### config.mk
export PLATFORM = sky130hd
export DESIGN_NAME = envelope_mean_sift
export DESIGN_NICKNAME = d
export VERILOG_FILES = /design/src/rtl/envelope_mean_sift.sv
export SDC_FILE = /design/constraint.sdc
export NUM_CORES = 1
export LEC_CHECK = 0
export ABC_AREA = 1
export BUFFER_PORTS_ARGS = -buffer_cell sky130_fd_sc_hd__buf_2
export CORE_MARGIN = 2
export CORE_UTILIZATION = 35
export CTS_CLUSTER_DIAMETER = 100
export DETAILED_ROUTE_END_ITERATION = 7
export GPL_TIMING_DRIVEN = 0
export MAX_ROUTING_LAYER = met4
export PLACE_DENSITY_LB_ADDON = 0.2
export SLEW_MARGIN = 20
export SYNTH_ARGS = -nofsm -noshare
export SYNTH_HDL_FRONTEND = slang
export SYNTH_SLANG_ARGS = --single-unit
### constraint.sdc
create_clock -name CLK -period 5.3 [get_ports CLK]
set_input_delay 1.06 -clock CLK [delete_from_list [all_inputs] [get_ports CLK]]
set_output_delay 1.06 -clock CLK [all_outputs]
set_load 0.05 [all_outputs]
### src/rtl/envelope_mean_sift.sv
// Envelope-mean sifting stage. Upper and lower envelope streams arrive with
// independent valid levels; each side is buffered in a small skew FIFO, pairs
// are popped as soon as both heads exist, and the stage emits
// mean = (Emax+Emin)/2 and h = Xd - mean. The accumulated |mean| over a frame
// decides whether the frame qualifies as an IMF.
module envelope_mean_sift #(
  parameter int          FRAME_LEN  = 1024,
  parameter int          SKEW_DEPTH = 16,
  parameter logic [31:0] SD_THRESH  = 32'd4096
) (
  input  logic               CLK,
  input  logic               RST_N,
  input  logic               start,
  input  logic signed [15:0] Emax,
  input  logic signed [15:0] Xd,
  input  logic               max_start,
  input  logic signed [15:0] Emin,
  input  logic               min_start,
  output logic signed [15:0] h,
  output logic signed [15:0] mean,
  output logic               h_valid,
  output logic               frame_done,
  output logic               imf_flag,
  output logic [31:0]        sd_acc,
  output logic               err,
  output logic               busy
);
  localparam int PW  = $clog2(SKEW_DEPTH);
  localparam int PW1 = PW + 1;
  localparam int CW  = $clog2(FRAME_LEN + 1);
  localparam logic [PW:0]   DEPTH_W = PW1'(SKEW_DEPTH);
  localparam logic [CW-1:0] FRAME_W = CW'(FRAME_LEN);

  typedef enum logic [1:0] {IDLE, WAIT, RUN, DONE} state_t;
  state_t state_reg, state_next;

  logic          active, pop, flush, enter_done;
  logic [1:0]    side_start, cap, ovf, fifo_empty;
  logic [PW-1:0] wr_idx [2];
  logic [PW-1:0] rd_idx [2];

  // Upper side carries the envelope and the aligned delayed input together.
  logic [31:0] mem_max [SKEW_DEPTH];
  logic [15:0] mem_min [SKEW_DEPTH];

  logic               p_valid_reg, s_valid_reg, h_valid_reg;
  logic signed [15:0] p_emax_reg, p_emin_reg, p_xd_reg;
  logic signed [15:0] s_mean_reg, s_xd_reg;
  logic signed [15:0] h_reg, mean_reg;
  logic [CW-1:0]      out_cnt_reg;
  logic [31:0]        sd_acc_reg;
  logic               err_reg, imf_reg, frame_done_reg;

  logic signed [16:0] pair_sum, h_diff;
  logic signed [15:0] pair_mean, h_sat;
  logic [16:0]        mean_mag;
  logic [32:0]        acc_sum;

  assign active     = (state_reg == WAIT) || (state_reg == RUN);
  assign side_start = {min_start, max_start};
  // Pairing: both heads present; start and a pending error both freeze the FIFOs.
  assign pop = (state_reg == RUN) && !start && !err_reg && !fifo_empty[0] && !fifo_empty[1];

  for (genvar gi = 0; gi < 2; gi++) begin : g_side
    logic [PW:0]   wr_ptr_reg, rd_ptr_reg, occ;
    logic [CW-1:0] cnt_reg;
    logic          want, full;

    assign occ            = wr_ptr_reg - rd_ptr_reg;
    assign full           = (occ == DEPTH_W);
    assign fifo_empty[gi] = (wr_ptr_reg == rd_ptr_reg);
    assign want    = active && !start && !err_reg && side_start[gi] && (cnt_reg < FRAME_W);
    // A full FIFO still accepts a sample when a pop frees a slot on the same edge.
    assign cap[gi] = want && (!full || pop);
    assign ovf[gi] = want && full && !pop;
    assign wr_idx[gi] = wr_ptr_reg[PW-1:0];
    assign rd_idx[gi] = rd_ptr_reg[PW-1:0];

    // Pointer and per-side capture counter bookkeeping; start empties the side.
    always_ff @(posedge CLK or negedge RST_N) begin
      if (!RST_N) begin
        wr_ptr_reg <= '0;
        rd_ptr_reg <= '0;
        cnt_reg    <= '0;
      end else if (start) begin
        wr_ptr_reg <= '0;
        rd_ptr_reg <= '0;
        cnt_reg    <= '0;
      end else begin
        if (cap[gi]) begin
          wr_ptr_reg <= wr_ptr_reg + 1'b1;
          cnt_reg    <= cnt_reg + 1'b1;
        end
        if (pop) rd_ptr_reg <= rd_ptr_reg + 1'b1;
      end
    end
  end

  // Sample storage; contents are only meaningful between the pointers.
  always_ff @(posedge CLK) begin
    if (cap[0]) mem_max[wr_idx[0]] <= {Emax, Xd};
    if (cap[1]) mem_min[wr_idx[1]] <= Emin;
  end

  // Next-state logic; start restarts the frame from any state.
  always_comb begin
    state_next = state_reg;
    case (state_reg)
      IDLE: if (start) state_next = WAIT;
      WAIT: begin
        if (start) state_next = WAIT;
        else if (max_start || min_start) state_next = RUN;
      end
      RUN: begin
        if (start) state_next = WAIT;
        else if (err_reg) state_next = DONE;
        else if (h_valid_reg && (out_cnt_reg == FRAME_W)) state_next = DONE;
      end
      DONE: state_next = start ? WAIT : IDLE;
      default: state_next = IDLE;
    endcase
  end

  assign flush      = (state_next != RUN);
  assign enter_done = (state_next == DONE) && (state_reg != DONE);

  // Pair arithmetic: floor mean in 17 bits, saturated difference, |mean| sum.
  always_comb begin
    pair_sum  = 17'(p_emax_reg) + 17'(p_emin_reg);
    pair_mean = 16'(pair_sum >>> 1);
    h_diff    = 17'(s_xd_reg) - 17'(s_mean_reg);
    if (h_diff[16] != h_diff[15]) h_sat = h_diff[16] ? 16'sh8000 : 16'sh7FFF;
    else                          h_sat = h_diff[15:0];
    mean_mag = s_mean_reg[15] ? (17'd0 - 17'(s_mean_reg)) : {1'b0, s_mean_reg};
    acc_sum  = {1'b0, sd_acc_reg} + {16'd0, mean_mag};
  end

  // State register.
  always_ff @(posedge CLK or negedge RST_N) begin
    if (!RST_N) state_reg <= IDLE;
    else        state_reg <= state_next;
  end

  // Pair pipeline: popped heads -> mean stage -> output stage; leaving RUN flushes it.
  always_ff @(posedge CLK or negedge RST_N) begin
    if (!RST_N) begin
      p_valid_reg <= 1'b0;
      p_emax_reg  <= '0;
      p_emin_reg  <= '0;
      p_xd_reg    <= '0;
      s_valid_reg <= 1'b0;
      s_mean_reg  <= '0;
      s_xd_reg    <= '0;
      h_valid_reg <= 1'b0;
      h_reg       <= '0;
      mean_reg    <= '0;
    end else begin
      p_valid_reg <= pop && !flush;
      if (pop) begin
        p_emax_reg <= mem_max[rd_idx[0]][31:16];
        p_xd_reg   <= mem_max[rd_idx[0]][15:0];
        p_emin_reg <= mem_min[rd_idx[1]];
      end
      s_valid_reg <= p_valid_reg && !flush;
      if (p_valid_reg) begin
        s_mean_reg <= pair_mean;
        s_xd_reg   <= p_xd_reg;
      end
      h_valid_reg <= s_valid_reg && !flush;
      if (s_valid_reg && !flush) begin
        h_reg    <= h_sat;
        mean_reg <= s_mean_reg;
      end
    end
  end

  // Per-frame status: output count, |mean| accumulator, error and stop flags.
  always_ff @(posedge CLK or negedge RST_N) begin
    if (!RST_N) begin
      out_cnt_reg    <= '0;
      sd_acc_reg     <= '0;
      err_reg        <= 1'b0;
      imf_reg        <= 1'b0;
      frame_done_reg <= 1'b0;
    end else if (start) begin
      out_cnt_reg    <= '0;
      sd_acc_reg     <= '0;
      err_reg        <= 1'b0;
      imf_reg        <= 1'b0;
      frame_done_reg <= 1'b0;
    end else begin
      frame_done_reg <= enter_done;
      if (s_valid_reg && !flush) begin
        out_cnt_reg <= out_cnt_reg + 1'b1;
        sd_acc_reg  <= acc_sum[32] ? 32'hFFFF_FFFF : acc_sum[31:0];
      end
      if (|ovf) err_reg <= 1'b1;
      if (enter_done) imf_reg <= (sd_acc_reg < SD_THRESH) && !err_reg;
    end
  end

  assign h          = h_reg;
  assign mean       = mean_reg;
  assign h_valid    = h_valid_reg;
  assign frame_done = frame_done_reg;
  assign imf_flag   = imf_reg;
  assign sd_acc     = sd_acc_reg;
  assign err        = err_reg;
  assign busy       = (state_reg != IDLE);
endmodule

# Word level (Yosys, flattened, before mapping)
# Memories as Yosys holds them, arrays and structs flattened. A register that Yosys moved wholly into a read port is not among the register bits.
# Cells that the tools add are included.
[word_totals]
mem_bits_rw = 768
register_bits = 157
mem_count = 2
word_cells = 131
output_inout_bits = 69
inputBits = 53
[memory_table]
columns = ["name", "depth", "width", "rd", "rd_ports_with_merged_regs", "wr", "line_no", "text"]
rows = [
  ["mem_max", 16, 32, 1, 1, 1, "43", "logic [31:0] mem_max [SKEW_DEPTH];"],
  ["mem_min", 16, 16, 1, 1, 1, "44", "logic [15:0] mem_min [SKEW_DEPTH];"],
]
[op_classes]
magnitude_cmp = 3
addsub = 13
mux = 37
eq_ne = 12
n_reduce_logical = 45
[op_table]
columns = ["op", "n"]
rows = [
  ["32-bit two-way mux", 3],
  ["11-bit two-way mux", 6],
  ["5-bit two-way mux", 8],
  ["11-bit by 1-bit adder with 11-bit output, second input constant", 3],
  ["32-bit by 17-bit adder with 33-bit output", 1],
  ["32-bit by 13-bit less-than comparator with 1-bit output, second input constant", 1],
  ["16-bit two-way mux", 2],
  ["1-bit logical AND", 22],
  ["11-bit less-than comparator, second input constant", 2],
  ["5-bit by 1-bit adder with 5-bit output, second input constant", 4],
  ["16-bit by 16-bit adder with 17-bit output", 1],
  ["17-bit two-way mux", 1],
  ["1-bit by 16-bit subtractor with 17-bit output, first input constant", 1],
  ["16-bit by 16-bit subtractor with 17-bit output", 1],
  ["2-bit nonzero test", 7],
  ["2-bit two-way mux", 6],
  ["11-bit == test, second input constant", 1],
  ["5-bit == test", 2],
  ["5-bit == test, second input constant", 2],
  ["1-bit zero test", 10],
  ["1-bit two-way mux", 10],
  ["5-bit subtractor", 2],
  ["2-bit one-hot mux with 4 select lines", 1],
  ["2-bit == test, second input constant", 3],
  ["6 further kinds", 10],
]

# Depth between registers and ports, before layout
[logic_depth]
ltp_word = 11
ltp_mapped = 21
mapped_depth_nobuf = 21

# Least setup slack after synthesis
# No wires, ideal clock.
[synth_path]
path_kind = "register to register"
from = "register g_side[0].rd_ptr_reg[1]"
to = "memory mem_max[0][0], enable pin"
n_path_buf = 2
synth_period_minus_slack_ns = 3.830
slack_ns = 1.470
required_time_ns = 4.879
setup_time_ns = 0.421
stages_incl_launch_ff = 14
t_arrival_ns = 3.409
path_cell_list = "dfrtp_1 -> inv_1 -> clkbuf_1 -> clkbuf_1 -> ha_1 -> nand2_1 -> nand2_1 -> a21oi_1 -> xor2_1 -> nand3_1 -> nand2_2 -> clkinv_1 -> nand2_1 -> nor2_1"
[synth_via]
elab_chain_len = 8
elab_cells_between_ends = 11
cone_classes = "add/sub (1); eq/ne (2); mux (2); reduce/logical (6)"
[synth_lines]
columns = ["item", "line_no", "text"]
rows = [
  ["start: declaration", "65", "logic [PW:0] wr_ptr_reg, rd_ptr_reg, occ;"],
  ["start signal: assignment", "94", "if (pop) rd_ptr_reg <= rd_ptr_reg + 1'b1;"],
  ["branches (longest 4 deep; another with 5-bit subtractor)", "--", ""],
  ["1-bit logical OR *", "74", "assign cap[gi] = want && (!full || pop);"],
  ["1-bit logical AND *", "74", ""],
  ["1-bit two-way mux *", "101", "if (cap[0]) mem_max[wr_idx[0]] <= {Emax, Xd};"],
  ["1-bit two-way mux (implied by the code) *", "101", ""],
  ["end: declaration", "43", ""],
]
# Every way passes the cells marked *.

# Worst setup path after layout
[layout_path]
from = "register g_side[0].rd_ptr_reg[1]"
to = "memory mem_max[0][26], enable pin"
# The elaborated chain is that of the path after synthesis.

==> flow_summary.toml <==
[cts]
cts_tree = "done"
clkLatencyLatePin_ps = 720
hold_buffers = 0
cts_resized = 0
htree_levels = 3
cts_sinks = 973
post-cts-setup-buffers = 0
clockRootBuffer = "clkbuf_16"
cts_buffer_depth = 3
clk_pin_slew_ps = 60
cts_buffers = 104

[logic_synthesis]
ys_seq_elements = 973
yosys.area_share.adder_pct = 2.373
yosysWarnings = 0
synth_mux_area_share_pct = 0.02349
synth_nets = 4029
synth_compound_area_share_pct = 11.97
yosys.area.top_type_share_pct = 54.13
synth-seq-area-share_pct = 66.17
ys.flop_type = "edfxtp_1"
syn_area_um2 = 42610
synth-simple-area-share_pct = 13.93
synth_cells = 3897
synth-xor-area-share_pct = 1.542
synth_area_per_cell_um2 = 10.93
ys_types = 48
ys_top_cells_by_area = "edfxtp_1 (54%), dfrtp_1 (12%), o21ai_0 (5.5%), nor2_1 (5.4%), nand2_1 (4.9%)"
synth_top_family_by_area = "simple AND/OR/NAND/NOR gates"
async_reset_ff_share_pct = 21.07
synth-edff-count = 768
synth_top_cell_by_area = "edfxtp_1"

[timing]
timing.hold.ws_ps = 293.1
fin_skew_ps = 72.16
timing.slew.headroom_pct = 38.56
rsz0062_at_grt = "no"
period_share_pct = 92.22
hold_viol_final = 0
tns_ps = 0
timing.fmax_ghz = 0.2046
min_period_ps = 4888
tightest_slew_ps = 921.7
finalMaxSlewViolations = 0
worst_slack_ps = 412.1
finalSetupViolCount = 0

[route]
wl_um = 128400
dr.first_iter.drc_count = 2999
vias = 30326
firstDrtPassIters = 6
drc = 0
vias_per_cell = 5.165
ant_nets = 0
wl_per_cell_um = 21.87

[cells_and_area]
fin_area_um2 = 49400
multiInputGateArea_um2 = 12880
ff_latch_area_um2 = 28190
final_util_pct = 40.74
largest_register_ff_count = 512
area_growth_syn_to_layout_pct = 15.94
instances_no_fill = 5872
final_common_cell = "edfxtp_1"
fillers = 11646
drive_above_1_share_pct = 10.10
final_cell_mix = "edfxtp_1 (768), nor2_1 (578), nand2_1 (556)"
final_nets = 4291

[floorplan]
die_w_um = 352.9
rows = 128
io_pins = 122
initial_core_util_pct = 35.14
die_y_um = 352.9
fp.coreArea_um2 = 121200
dieArea_um2 = 124500

[power_and_ir_drop]
ir_drop_v = 0.0002566
cellPowerDensity_nw_per_um2 = 377.0
p_leak_nw = 18.59
combPwrFrac_pct = 14.2
p_sw_mw = 5.066
power.share.sequential_pct = 47.0
total_power_mw = 18.62
p_clk_share_pct = 38.8
intPower_mw = 13.56
sw_frac_of_total_pct = 27.20

[placed_design]
place_inst = 5678
io_buffers = 121
postPlaceCellArea_um2 = 46040
place_hpwl_um = 90250
gp_congestion = 0.9065
dp_slack_ps = 434.3

[critical_path]
cp.required_ps = 5710
critPathMaxFanout = 17
start_kind = "register"
r2r_cells = 14
critical_path_class = "reg2reg"
endpoint_kind = "register"
critPathArrivalTime_ps = 5290

[global_route]
grt_max_degree = 88
antenna_found_initial = 3
grt_overflow_total = 0
grt_util_all_layers_pct = 21.02
grt_pass1_wl_um = 191400
grt_pass1_vias = 29389

[flow_run]
max-cap-violations = 0

[min_path]
hold_path.class = "in2async"

[run_status]
status = "completed"
worst paths after layout:
check	start	to	slack, ps
max	g_side[0].rd_ptr_reg[1]$_DFFE_PN0P_	mem_max[0][26]$_DFFE_PP_	410
min	RST_N	h[7]$_DFFE_PN0P_	290
max reg2reg	g_side[0].rd_ptr_reg[1]$_DFFE_PN0P_	mem_max[0][26]$_DFFE_PP_	410
min reg2reg	imf_flag$_DFFE_PN0P_	imf_flag$_DFFE_PN0P_	480
max in group asynchronous	RST_N	frame_done$_DFF_PN0_	4110
min in group CLK	imf_flag$_DFFE_PN0P_	imf_flag$_DFFE_PN0P_	480
cell families (layout without fill, tap and decap cells):
kind of cell / Yosys count / after routing
AND/OR/NAND/NOR: 1450 / 1450
flip-flops: 973 / 973
AO/OA/AOI/OAI: 900 / 900
buffers and inverters: 418 / 767
adder cells (fa/ha/maj): 79 / 79
XOR/XNOR: 75 / 75
other: 1 / 2
multiplexers: 1 / 1
critical path, cell delays in order, from the launching register on:
cell and delay [ps]:
dfrtp_1 530, inv_1 130, clkbuf_1 700, clkbuf_1 640, ha_1 380, nand2_1 110, nor2_1 60, nand2_1 100
nand3_1 170, nand3_1 150, nand2_2 160, clkinv_1 220, nand2_1 280, nor2_4 630, buf_12 260
layout make-up:
class                   count  share of cell area, %
clock buffers             135                  5.631
well taps                1625                  4.116
inverters                 218                  1.657
flip-flops and latches    973                  57.07
diodes                      1               0.005066
clock inverters            58                  1.168
multi-input cells        2506                  26.07
plain buffers             200                  1.783
repair buffers            156                  2.503
per-layer routing:
metal | up-vias | track usage, % | wire [µm]
met5 | - | - | 0
li1 | 14306 | - | -
met2 | 889 | 32.80 | 59840
met4 | 0 | 6.162 | 3208
met1 | 14945 | 28.77 | 58010
met3 | 186 | 2.677 | 7368
synth_stat cells, types with 2 or more instances:
library cell	number
inv_2	8
o21ai_1	34
xor2_1	60
buf_1	6
dfrtp_1	205
o21bai_1	4
o21a_1	37
nor4_1	13
ha_1	76
clkinv_1	4
o211ai_1	76
a21oi_1	115
buf_6	4
a21boi_1	9
nand3_1	184
a32oi_1	12
nor3_1	29
o31ai_1	3
fa_1	3
nand2_2	7
clkbuf_1	122
buf_2	62
and2_1	4
nand2_1	556
o22ai_1	111
a31oi_1	4
a21boi_0	3
xnor2_1	15
or2_2	3
nor2_1	610
nand3b_1	9
buf_4	6
inv_1	206
o221ai_1	15
a21o_1	3
nand4_1	28
nor3_2	2
edfxtp_1	768
nor3b_1	2
o21ai_0	471
power groups by stage:
stage          registers (mW)  clock network (mW)  logic (mW)
3_3_place_gp             8.92                   0        2.59
5_1_grt                  8.79                7.64        2.98
4_1_cts                  8.76                7.35        2.65
2_1_floorplan            8.87                   0        1.78
6_report                 8.76                7.22        2.64
3_5_place_dp             8.92                   0        2.63
Power figures use the tool's default switching activity.
